**config.mk**
```make
export PLATFORM = sky130hd
export DESIGN_NAME = mcu_fetch_queue_flat
export DESIGN_NICKNAME = d
export VERILOG_FILES = /design/src/rtl/mcu_pkg.sv /design/src/rtl/mcu_fetch_queue_if.sv /design/src/rtl/mcu_sync_fifo.sv /design/src/rtl/mcu_fetch_queue.sv /design/src/flat_wrapper.sv
export SDC_FILE = /design/constraint.sdc
export NUM_CORES = 1
export LEC_CHECK = 0
export CELL_PAD_IN_SITES_DETAIL_PLACEMENT = 2
export CELL_PAD_IN_SITES_GLOBAL_PLACEMENT = 2
export CORE_ASPECT_RATIO = 0.75
export CORE_MARGIN = 3
export CORE_UTILIZATION = 36
export CTS_CLUSTER_DIAMETER = 60
export DETAILED_ROUTE_END_ITERATION = 12
export PLACE_DENSITY = 0.78
export SETUP_SLACK_MARGIN = 0.3
export SLEW_MARGIN = 10
export SYNTH_ARGS = -nofsm -noshare
export SYNTH_HDL_FRONTEND = slang
export SYNTH_SLANG_ARGS = --single-unit
```
**constraint.sdc**
```tcl
create_clock -name clk -period 2.61 [get_ports clk]
set_clock_uncertainty 0.1 [all_clocks]
set_input_delay 0.522 -clock clk [delete_from_list [all_inputs] [get_ports clk]]
set_output_delay 0.522 -clock clk [all_outputs]
set_load 0.02 [all_outputs]
```
**src/rtl/mcu_pkg.sv**
```systemverilog
// Shared MCU fetch definitions: default widths, reset PC and the fetch entry record.
package mcu_pkg;

    localparam int unsigned         MCU_XLEN     = 32;
    localparam int unsigned         MCU_ILEN     = 32;
    localparam logic [MCU_XLEN-1:0] MCU_RESET_PC = 32'h0000_0000;

    typedef struct packed {
        logic [MCU_XLEN-1:0] pc;
        logic [MCU_ILEN-1:0] instr;
        logic                err;
    } fetch_entry_t;

endpackage

```
**src/rtl/mcu_fetch_queue_if.sv**
```systemverilog
// Fetch-queue bus bundle: control, instruction-memory request/response and decode handoff.
interface mcu_fetch_queue_if
    import mcu_pkg::*;
#(
    parameter int unsigned XLEN = MCU_XLEN,
    parameter int unsigned ILEN = MCU_ILEN
);
    logic            fetch_en;
    logic            redirect_valid;
    logic [XLEN-1:0] redirect_pc;

    logic            imem_req;
    logic [XLEN-1:0] imem_addr;
    logic            imem_gnt;
    logic            imem_rvalid;
    logic [ILEN-1:0] imem_rdata;
    logic            imem_err;

    logic            if_valid;
    logic [XLEN-1:0] if_pc;
    logic [ILEN-1:0] if_instr;
    logic            if_err;
    logic            if_ready;

    modport master (
        input  fetch_en, redirect_valid, redirect_pc,
        input  imem_gnt, imem_rvalid, imem_rdata, imem_err, if_ready,
        output imem_req, imem_addr, if_valid, if_pc, if_instr, if_err
    );

    modport slave (
        output fetch_en, redirect_valid, redirect_pc,
        output imem_gnt, imem_rvalid, imem_rdata, imem_err, if_ready,
        input  imem_req, imem_addr, if_valid, if_pc, if_instr, if_err
    );

endinterface

```
**src/rtl/mcu_sync_fifo.sv**
```systemverilog
// Synchronous FIFO with clear; push on full is accepted only together with a pop.
module mcu_sync_fifo #(
    parameter int unsigned WIDTH = 8,
    parameter int unsigned DEPTH = 4
) (
    input  logic                     clk,
    input  logic                     rst_n,
    input  logic                     clear,
    input  logic                     push,
    input  logic [WIDTH-1:0]         din,
    input  logic                     pop,
    output logic [WIDTH-1:0]         dout,
    output logic                     full,
    output logic                     empty,
    output logic [$clog2(DEPTH):0]   count
);
    localparam int unsigned AW = $clog2(DEPTH);
    localparam int unsigned CW = AW + 1;

    logic [WIDTH-1:0] mem_q [DEPTH];
    logic [WIDTH-1:0] mem_d [DEPTH];
    logic [AW-1:0]    wptr_q, wptr_d, rptr_q, rptr_d;
    logic [CW-1:0]    count_q, count_d;
    logic             push_ok, pop_ok;

    assign full  = (count_q == CW'(DEPTH));
    assign empty = (count_q == '0);
    assign count = count_q;
    assign dout  = mem_q[rptr_q];

    always_comb begin
        pop_ok  = pop && !empty;
        push_ok = push && (!full || pop_ok);
        mem_d   = mem_q;
        wptr_d  = wptr_q;
        rptr_d  = rptr_q;
        count_d = count_q;
        if (clear) begin
            wptr_d  = '0;
            rptr_d  = '0;
            count_d = '0;
        end else begin
            if (push_ok) begin
                mem_d[wptr_q] = din;
                wptr_d        = wptr_q + AW'(1);
            end
            if (pop_ok) begin
                rptr_d = rptr_q + AW'(1);
            end
            if (push_ok && !pop_ok) begin
                count_d = count_q + CW'(1);
            end else if (!push_ok && pop_ok) begin
                count_d = count_q - CW'(1);
            end
        end
    end

    always_ff @(posedge clk or negedge rst_n) begin
        if (!rst_n) begin
            mem_q   <= '{default: '0};
            wptr_q  <= '0;
            rptr_q  <= '0;
            count_q <= '0;
        end else begin
            mem_q   <= mem_d;
            wptr_q  <= wptr_d;
            rptr_q  <= rptr_d;
            count_q <= count_d;
        end
    end

endmodule

```
**src/rtl/mcu_fetch_queue.sv**
```systemverilog
// Instruction prefetch: credit-limited in-order memory requests feeding a decode queue,
// with redirect flush that discards responses still in flight.
module mcu_fetch_queue
    import mcu_pkg::*;
#(
    parameter int unsigned     XLEN     = MCU_XLEN,
    parameter int unsigned     ILEN     = MCU_ILEN,
    parameter int unsigned     DEPTH    = 4,
    parameter logic [XLEN-1:0] RESET_PC = XLEN'(MCU_RESET_PC)
) (
    input logic               clk,
    input logic               rst_n,
    mcu_fetch_queue_if.master bus
);
    localparam int unsigned     CW   = $clog2(DEPTH) + 1;
    localparam int unsigned     SW   = CW + 1;
    localparam int unsigned     EW   = XLEN + ILEN + 1;
    localparam logic [XLEN-1:0] STEP = XLEN'(ILEN / 8);

    logic [XLEN-1:0] fpc_q, fpc_d, rpc_q, rpc_d;
    logic [CW-1:0]   out_q, out_d, disc_q, disc_d;
    logic            pend_q, pend_d;

    logic [CW-1:0]   fifo_count;
    logic            fifo_full, fifo_empty;
    logic [EW-1:0]   fifo_din, fifo_dout;
    logic [SW-1:0]   inflight;
    logic            credit, req, xfer, push, pop;

    always_comb begin
        inflight = {1'b0, out_q} + {1'b0, fifo_count};
        credit   = !fifo_full && (inflight < SW'(DEPTH));
        // A pending ungranted request stays up even if fetch_en drops, keeping addr stable.
        req      = rst_n && !bus.redirect_valid && (pend_q || (bus.fetch_en && credit));
        xfer     = req && bus.imem_gnt;
        push     = bus.imem_rvalid && (disc_q == '0) && !bus.redirect_valid;
        pop      = !fifo_empty && bus.if_ready;
        fifo_din = {rpc_q, bus.imem_rdata, bus.imem_err};
    end

    always_comb begin
        fpc_d  = fpc_q;
        rpc_d  = rpc_q;
        out_d  = out_q;
        disc_d = disc_q;
        pend_d = req && !bus.imem_gnt;
        if (xfer) begin
            fpc_d = fpc_q + STEP;
        end
        if (xfer && !bus.imem_rvalid) begin
            out_d = out_q + CW'(1);
        end else if (!xfer && bus.imem_rvalid) begin
            out_d = out_q - CW'(1);
        end
        if (bus.imem_rvalid && (disc_q != '0)) begin
            disc_d = disc_q - CW'(1);
        end
        if (push) begin
            rpc_d = rpc_q + STEP;
        end
        // Everything still outstanding after this cycle's accounting belongs to the old stream.
        if (bus.redirect_valid) begin
            fpc_d  = bus.redirect_pc;
            rpc_d  = bus.redirect_pc;
            disc_d = out_d;
        end
    end

    always_ff @(posedge clk or negedge rst_n) begin
        if (!rst_n) begin
            fpc_q  <= RESET_PC;
            rpc_q  <= RESET_PC;
            out_q  <= '0;
            disc_q <= '0;
            pend_q <= 1'b0;
        end else begin
            fpc_q  <= fpc_d;
            rpc_q  <= rpc_d;
            out_q  <= out_d;
            disc_q <= disc_d;
            pend_q <= pend_d;
        end
    end

    mcu_sync_fifo #(
        .WIDTH (EW),
        .DEPTH (DEPTH)
    ) u_queue (
        .clk   (clk),
        .rst_n (rst_n),
        .clear (bus.redirect_valid),
        .push  (push),
        .din   (fifo_din),
        .pop   (pop),
        .dout  (fifo_dout),
        .full  (fifo_full),
        .empty (fifo_empty),
        .count (fifo_count)
    );

    assign bus.imem_req  = req;
    assign bus.imem_addr = fpc_q;
    assign bus.if_valid  = !fifo_empty;
    assign bus.if_pc     = fifo_empty ? '0   : fifo_dout[EW-1 -: XLEN];
    assign bus.if_instr  = fifo_empty ? '0   : fifo_dout[ILEN:1];
    assign bus.if_err    = fifo_empty ? 1'b0 : fifo_dout[0];

endmodule

```
**src/flat_wrapper.sv**
```systemverilog
// flat-port wrapper written by rule: the top's interface ports become plain ports
module mcu_fetch_queue_flat import mcu_pkg::*;
#(
    parameter int unsigned     XLEN     = MCU_XLEN,
    parameter int unsigned     ILEN     = MCU_ILEN,
    parameter int unsigned     DEPTH    = 4,
    parameter logic [XLEN-1:0] RESET_PC = XLEN'(MCU_RESET_PC)
)
  (clk, rst_n, bus_fetch_en, bus_redirect_valid, bus_redirect_pc, bus_imem_gnt, bus_imem_rvalid, bus_imem_rdata, bus_imem_err, bus_if_ready, bus_imem_req, bus_imem_addr, bus_if_valid, bus_if_pc, bus_if_instr, bus_if_err);
  mcu_fetch_queue_if #(.XLEN(XLEN), .ILEN(ILEN)) bus_i ();
  input logic clk;
  input logic rst_n;
  input wire logic [$bits(bus_i.fetch_en)-1:0] bus_fetch_en;
  input wire logic [$bits(bus_i.redirect_valid)-1:0] bus_redirect_valid;
  input wire logic [$bits(bus_i.redirect_pc)-1:0] bus_redirect_pc;
  input wire logic [$bits(bus_i.imem_gnt)-1:0] bus_imem_gnt;
  input wire logic [$bits(bus_i.imem_rvalid)-1:0] bus_imem_rvalid;
  input wire logic [$bits(bus_i.imem_rdata)-1:0] bus_imem_rdata;
  input wire logic [$bits(bus_i.imem_err)-1:0] bus_imem_err;
  input wire logic [$bits(bus_i.if_ready)-1:0] bus_if_ready;
  output wire logic [$bits(bus_i.imem_req)-1:0] bus_imem_req;
  output wire logic [$bits(bus_i.imem_addr)-1:0] bus_imem_addr;
  output wire logic [$bits(bus_i.if_valid)-1:0] bus_if_valid;
  output wire logic [$bits(bus_i.if_pc)-1:0] bus_if_pc;
  output wire logic [$bits(bus_i.if_instr)-1:0] bus_if_instr;
  output wire logic [$bits(bus_i.if_err)-1:0] bus_if_err;
  assign bus_i.fetch_en = bus_fetch_en;
  assign bus_i.redirect_valid = bus_redirect_valid;
  assign bus_i.redirect_pc = bus_redirect_pc;
  assign bus_i.imem_gnt = bus_imem_gnt;
  assign bus_i.imem_rvalid = bus_imem_rvalid;
  assign bus_i.imem_rdata = bus_imem_rdata;
  assign bus_i.imem_err = bus_imem_err;
  assign bus_i.if_ready = bus_if_ready;
  assign bus_imem_req = bus_i.imem_req;
  assign bus_imem_addr = bus_i.imem_addr;
  assign bus_if_valid = bus_i.if_valid;
  assign bus_if_pc = bus_i.if_pc;
  assign bus_if_instr = bus_i.if_instr;
  assign bus_if_err = bus_i.if_err;
  mcu_fetch_queue #(.XLEN(XLEN), .ILEN(ILEN), .DEPTH(DEPTH), .RESET_PC(RESET_PC)) u_core (.clk(clk), .rst_n(rst_n), .bus(bus_i));
endmodule
```
======== Word level (Yosys, flattened, before mapping) ========
Cells that the tools add are included.
W data, S select, Z words.
word-level totals
  bits in registers ....................... 338
  bits in latches ......................... 0
  memory bits (writable) .................. 0
  ROM bits ................................ 0
  input port bits ......................... 72
  output and inout bits ................... 99
  word-level logic and storage cells ...... 91
  memories ................................ 0
cells by class
  add/subtract/negate cells ............... 10
  multipliers ............................. 0
  divide/modulo/power cells ............... 0
  magnitude comparators ................... 4
  equal/unequal tests ..................... 1
  shifts and indexed selects .............. 0
  muxes and demuxes ....................... 24
  bitwise logic cells ..................... 3
  reduce and logical (&&, ||, !) cells .... 37
operators by type and width
  cell                     count
  $bwmux W260              1
  $mux W65                 3
  $mux W32                 6
  $bmux W65 S2             1
  $demux W65 S2            1
  $add A32 B3 Y32 const B  2
  $mux W3                  7
  $logic_and A1 B1 Y1      17
  $reduce_bool A2 Y1       5
  $sub A3 B1 Y3 const B    3
  $logic_not A1 Y1         8
  $mux W2                  4
  $add A3 B1 Y3 const B    2
  $ge A3 B3 Y1 const B     2
  $logic_not A3 Y1         2
  $not A2 Y3               2
  $reduce_bool A3 Y1       2
  $add A2 B1 Y2 const B    2
  $add A3 B3 Y4            1
  $lt A4 B3 Y1 const B     1
  $eq A3 B3 Y1 const B     1
  $lt A3 B1 Y1 const B     1
  $logic_or A1 B1 Y1       2
  $reduce_and A2 Y1        1
  2 further kinds          2

======== Longest topological paths before layout ========
  depth in word-level cells ............... 12
  mapped depth ............................ 10
  depth with buffers taken out ............ 9

======== Modules after synthesis ========
A second synthesis with hierarchy kept.
second synthesis, totals
  cells, all modules ...................... 1,193
  area total of the unflattened synthesis .. 16,170.5 µm²
by module, submodules not included
  module           times used  cells an instance  area each (µm²)  seq. area each (µm²)
  mcu_sync_fifo    1           693                11,702.5         6,681.4
  mcu_fetch_queue  1           500                4,468.0          1,776.7

======== Worst setup path before layout ========
OpenSTA, ideal clock, no wires.
  kind .................................... reg2reg
  from .................................... register u_core.u_queue.count_q[2], in the netlist u_core.u_queue.count[2]
  to ...................................... register u_core.fpc_q[30], in the netlist u_core.bus.imem_addr[30]
  library setup time ...................... 0.124 ns
  data arrival time ....................... 2.273 ns
  data required time ...................... 2.386 ns
  path slack .............................. 0.113 ns
  cell stages (with the launch flop) ...... 8
  path buffers ............................ 1
  clock period less this slack ............ 2.497 ns
  cell sequence ........................... dfrtp_1 > ha_1 > nor4b_4 > a31oi_4 > or4_1 > buf_2 > o31a_1 > o31a_1
between the ends
  word-level cells in the longest chain between the ends .. 8
  elaborated cells between the ends (all ways) .. 10
  those cells by class .................... add/sub: 1; order compare: 1; eq/ne: 1; reduce/logical: 7
RTL lines
  item                                                     RTL line                                    source
  from (decl)                                              mcu_sync_fifo.sv:23                         logic [CW-1:0] count_q, count_d;
  from (signal assigned)                                   mcu_sync_fifo.sv:68                         count_q <= count_d;
  $add A3 B3 Y4 / $eq A3 B3 Y1 (equally long branches)     mcu_fetch_queue.sv:31, mcu_sync_fifo.sv:26
  $lt A4 B3 Y1 / $logic_not A1 Y1 (equally long branches)  mcu_fetch_queue.sv:32                       credit = !fifo_full && (inflight < SW'(DEPTH));
  $logic_and A1 B1 Y1 (*)                                  mcu_fetch_queue.sv:32
  $logic_and A1 B1 Y1 (*)                                  mcu_fetch_queue.sv:34                       req = rst_n && !bus.redirect_valid && (pend_q || (bus.fetch_en && credit));
  $logic_or A1 B1 Y1 (*)                                   mcu_fetch_queue.sv:34
  $logic_and A1 B1 Y1 (*)                                  mcu_fetch_queue.sv:34
  $logic_and A1 B1 Y1 (*)                                  mcu_fetch_queue.sv:35                       xfer = req && bus.imem_gnt;
  $reduce_bool A2 Y1 (no line) (*)                         -
  to (signal assigned)                                     mcu_fetch_queue.sv:77                       fpc_q <= fpc_d;
  to (decl)                                                mcu_fetch_queue.sv:20                       logic [XLEN-1:0] fpc_q, fpc_d, rpc_q, rpc_d;
Mark *: on every way between the ends. The rest lies on a longest branch, timed or not.
A chain may end at the register's enable or synchronous reset.

======== Worst setup path in the final report ========
  from .................................... register u_core.u_queue.rptr_q[0]
  to ...................................... output bus_if_instr[19]
between the ends
  word-level cells in the longest chain between the ends .. 5
RTL lines
  item                                         RTL line                source
  from (decl)                                  mcu_sync_fifo.sv:22     logic [AW-1:0] wptr_q, wptr_d, rptr_q, rptr_d;
  from (signal assigned)                       mcu_sync_fifo.sv:67     rptr_q <= rptr_d;
  $not A2 Y3 (implied by the code)             mcu_sync_fifo.sv:29     assign dout = mem_q[rptr_q];
  $bmux W65 S2                                 mcu_sync_fifo.sv:29
  $mux W65 (implied by the code) (2 in a row)  mcu_sync_fifo.sv:29
  $mux W32                                     mcu_fetch_queue.sv:105  assign bus.if_instr = fifo_empty ? '0 : fifo_dout[ILEN:1];
  to (decl)                                    flat_wrapper.sv:25      output wire logic [$bits(bus_i.if_instr)-1:0] bus_if_instr;
Every way passes these cells. The select of a mux whose other input is x is not followed.

==> metrics <==
status finished with violations; failing checks negative setup slack; RSZ-0062 raised after global routing true; Max-slew headroom 0.509; Compound-Gate Fraction of Synth Area 0.0287; wire length per cell ~37 um; Final Instance Area 24,200 um^2; largest family of logic cells by synthesized area multiplexers; Critical Path RT 1.99 ns; final hold viol count 0; Pwr Density 933 nW/um^2; Switching Fraction 0.344; Least-Margin Pin Slew 0.736 ns; number of buffers created by CTS 41; Std-Cell Rows 66; number of global-route vias before repair 13,700; H-tree levels 2; P&R area growth vs syn 49.3%; routed via count 12,700; GR Overflow Total 0; adder-cell area share of the yosys netlist 0.0105; overall die area 47,600 um^2; Setup crit start kind register; switching pwr slightly below 0.008 W; critical path fanouts, max 6; GRT Total Usage 0.276; Post-synth EDFFs 0; Worst Hold Class input pin to asynchronous set/reset pin; Routed WL 78.1 mm; Die Width about 250 um; Crit. End Element output pin; Max Cap Viol 0; power share of the combinational group 0.393; area share of the largest cell type after synthesis 0.522; First-pass DRT Iterations 5; core area between 40,000 and 50,000 um^2; mean area per synthesized cell ~14 um^2; layout cells sized above 1 0.521; clock sinks between 300 and 400; Synth Cell Area 16,200 um^2; storage element area about 8500 um^2; top area cells in the synthesized netlist dfrtp_1 52%, mux2_2 20%, mux4_2 9.0%; dpl ws -0.268 ns; CTS clk-pin slew, worst paths 0.07 ns; Achievable Freq 343 MHz; placed cell area 19,200 um^2; critical path arrival approximately 2.3 ns; critical path type register to output pin; largest net degree at the start of global routing 160; most frequent cells in the layout 327 x dfrtp_1, 175 x mux2_4, 113 x mux2_2, 92 x buf_6, 85 x clkdlybuf4s50_1; worst skew pair latency 0.56 ns; Starting Density 0.369; Post-Route Utilization 0.551; Clock power frac 0.286; Synth cell types between 50 and 60; PortBufs 170; drt initial violations between 900 and 1,000; Seq pwr share 0.321; most common cell after layout, fill and taps aside dfrtp_1; cell count after synthesis between 1,000 and 1,500; Top FF cell, synth dfrtp_1; I/O pin count 171; Max Slew Vio Count 0; CTS tree done; XOR/XNOR share of the synthesized area 0.0287; Post-Syn Nets 1,282; first-pass GRT wire length about 100 mm; Max Buffers Root-to-Sink 3; final-stage net count 1,606; synth warn 0; HPWL Detailed 32.6 mm; multi-input logic area 8680 um^2; root buffer cell clkbuf_16; mux cell area share after synthesis 0.293; RD Place Congestion between 0.8 and 0.9; worst vdd rail ir drop 0.000608 V; asr flop ratio synth 1.00; Synth Register Bits ~340; Via density about 6; post-route antenna net violation count 0; PnR worst setup slack -0.306 ns; internal power about 0.015 W; Seq/Total Area, Yosys 0.522; # DRC 0; # setup viols final 105; largest area contributor in the netlist dfrtp_1; Final period util 1.12; Fillers 3,857; initial antenna violation count 4; simple-gate share of the synthesized area 0.0892; crit path time final 2.92 ns; Die H between 150 and 200 um; final setup TNS -14.47 ns; leakage 11.4 nW
-- through the flow --
| step | hold WS (ns) | total power, W | std cells |
|---|---|---|---|
| 2_1_floorplan | 0.126 | 0.0103 | 1197 |
| 3_3_place_gp | 0.226 | 0.0125 | 1939 |
| 3_5_place_dp | 0.226 | 0.0129 | 1939 |
| 4_1_cts | 0.332 | 0.0208 | 2097 |
| 5_1_grt | 0.383 | 0.0232 | 2131 |
| 6_report | 0.363 | 0.0226 | 2131 |
-- worst max-delay path: stages (launching register included) --
cell and delay (ns):
dfrtp_4 0.47, buf_12 0.15, buf_8 0.14, buf_16 0.15, mux4_2 0.54, and2_4 0.17
buf_6 0.12
-- power groups by stage --
stage                     sequential [W]  clock, W  combinational [W]
after floorplan                  0.00673         0            0.00356
after global placement           0.00686         0            0.00567
after detailed placement         0.00698         0            0.00588
after CTS                        0.00694   0.00629            0.00754
after global routing             0.00729   0.00672            0.00921
final                            0.00725   0.00646            0.00886
-- synthesized netlist by cell type, types with 2 or more instances --
cell type,instances
dfrtp_1,338
mux2_2,288
and2_1,71
mux4_2,65
clkbuf_1,42
nand2_1,41
buf_2,37
xnor2_1,29
nor2_1,27
a21oi_1,25
xor2_1,24
inv_1,22
nand3_1,18
nand4_1,18
nor4_1,18
o21ai_0,18
nor3_1,15
and3_1,14
a31oi_1,12
ha_1,12
or3_1,11
buf_1,4
mux2i_1,4
nor2b_1,4
and4_1,3
o31a_1,3
or4_1,3
a2111oi_0,2
a211oi_1,2
and3b_1,2
nand2b_1,2
nor4b_1,2
o211ai_1,2
-- metal layers --
metal  vias up  wire length (um)  global-route usage
met4         2              2880              0.0867
li1       5031                 -                   -
met1      6990             32100               0.369
met3       176              3930              0.0421
met2       545             39200               0.466
met5         -                10                   0
-- what timing repair did --
item | CTS | global route
endpoints found under the hold margin | 21 | 0
pin swaps | 42 | 51
hold buffers | 1 | 0
endpoints found under the setup margin | 367 | 544
cloned | 35 | 6
gates resized for setup | 672 | 163
buffers inserted | 48 | 27
-- cell families after synthesis --
| family | count (synthesis) |
|---|---|
| adders and majority gates | 13 |
| xor gates and xnor gates | 53 |
| AOI/OAI and AO/OA | 74 |
| muxes | 357 |
| buffers and inverters | 106 |
| and+or+nand+nor | 256 |
| DFF | 338 |
-- flip-flops by register name (all words and copies together), names as in the netlist --
register               count
u_core.disc_q              3
u_core.u_queue.rptr_q      2
u_core.u_queue.wptr_q      2
u_core.u_queue.count       3
u_core.pend_q              1
u_core.u_queue.mem_q     260
u_core.out_q               3
u_core.rpc_q              32
u_core.bus.imem_addr      32
-- worst paths after layout --
path	startpoint	to	slack (ns)	cells after the start
min in group clk	u_core.u_queue.mem_q[139]	u_core.u_queue.mem_q[139]	0.40	1
worst min register to register	u_core.u_queue.mem_q[139]	u_core.u_queue.mem_q[139]	0.40	1
worst min-delay path	rst_n	u_core.bus.imem_addr[20]	0.36	2
max in group asynchronous	rst_n	u_core.u_queue.mem_q[238]	0.47	4
worst max register to register	u_core.u_queue.count[2]	u_core.bus.imem_addr[29]	-0.24	7
worst max-delay path	u_core.u_queue.rptr_q[0]	bus_if_instr[19]	-0.31	6
-- cell type report --
| cell class | instances | share of cell area |
|---|---|---|
| inverter | 22 | 0.00341 |
| sequential | 338 | 0.350 |
| clock buffer | 63 | 0.0521 |
| clock inverter | 11 | 0.00802 |
| multi-input combinational | 757 | 0.359 |
| timing repair buffer | 361 | 0.197 |
| antenna | 1 | 0.000103 |
| tap | 578 | 0.0299 |
No activity file was read; power rests on OpenSTA's default activity.
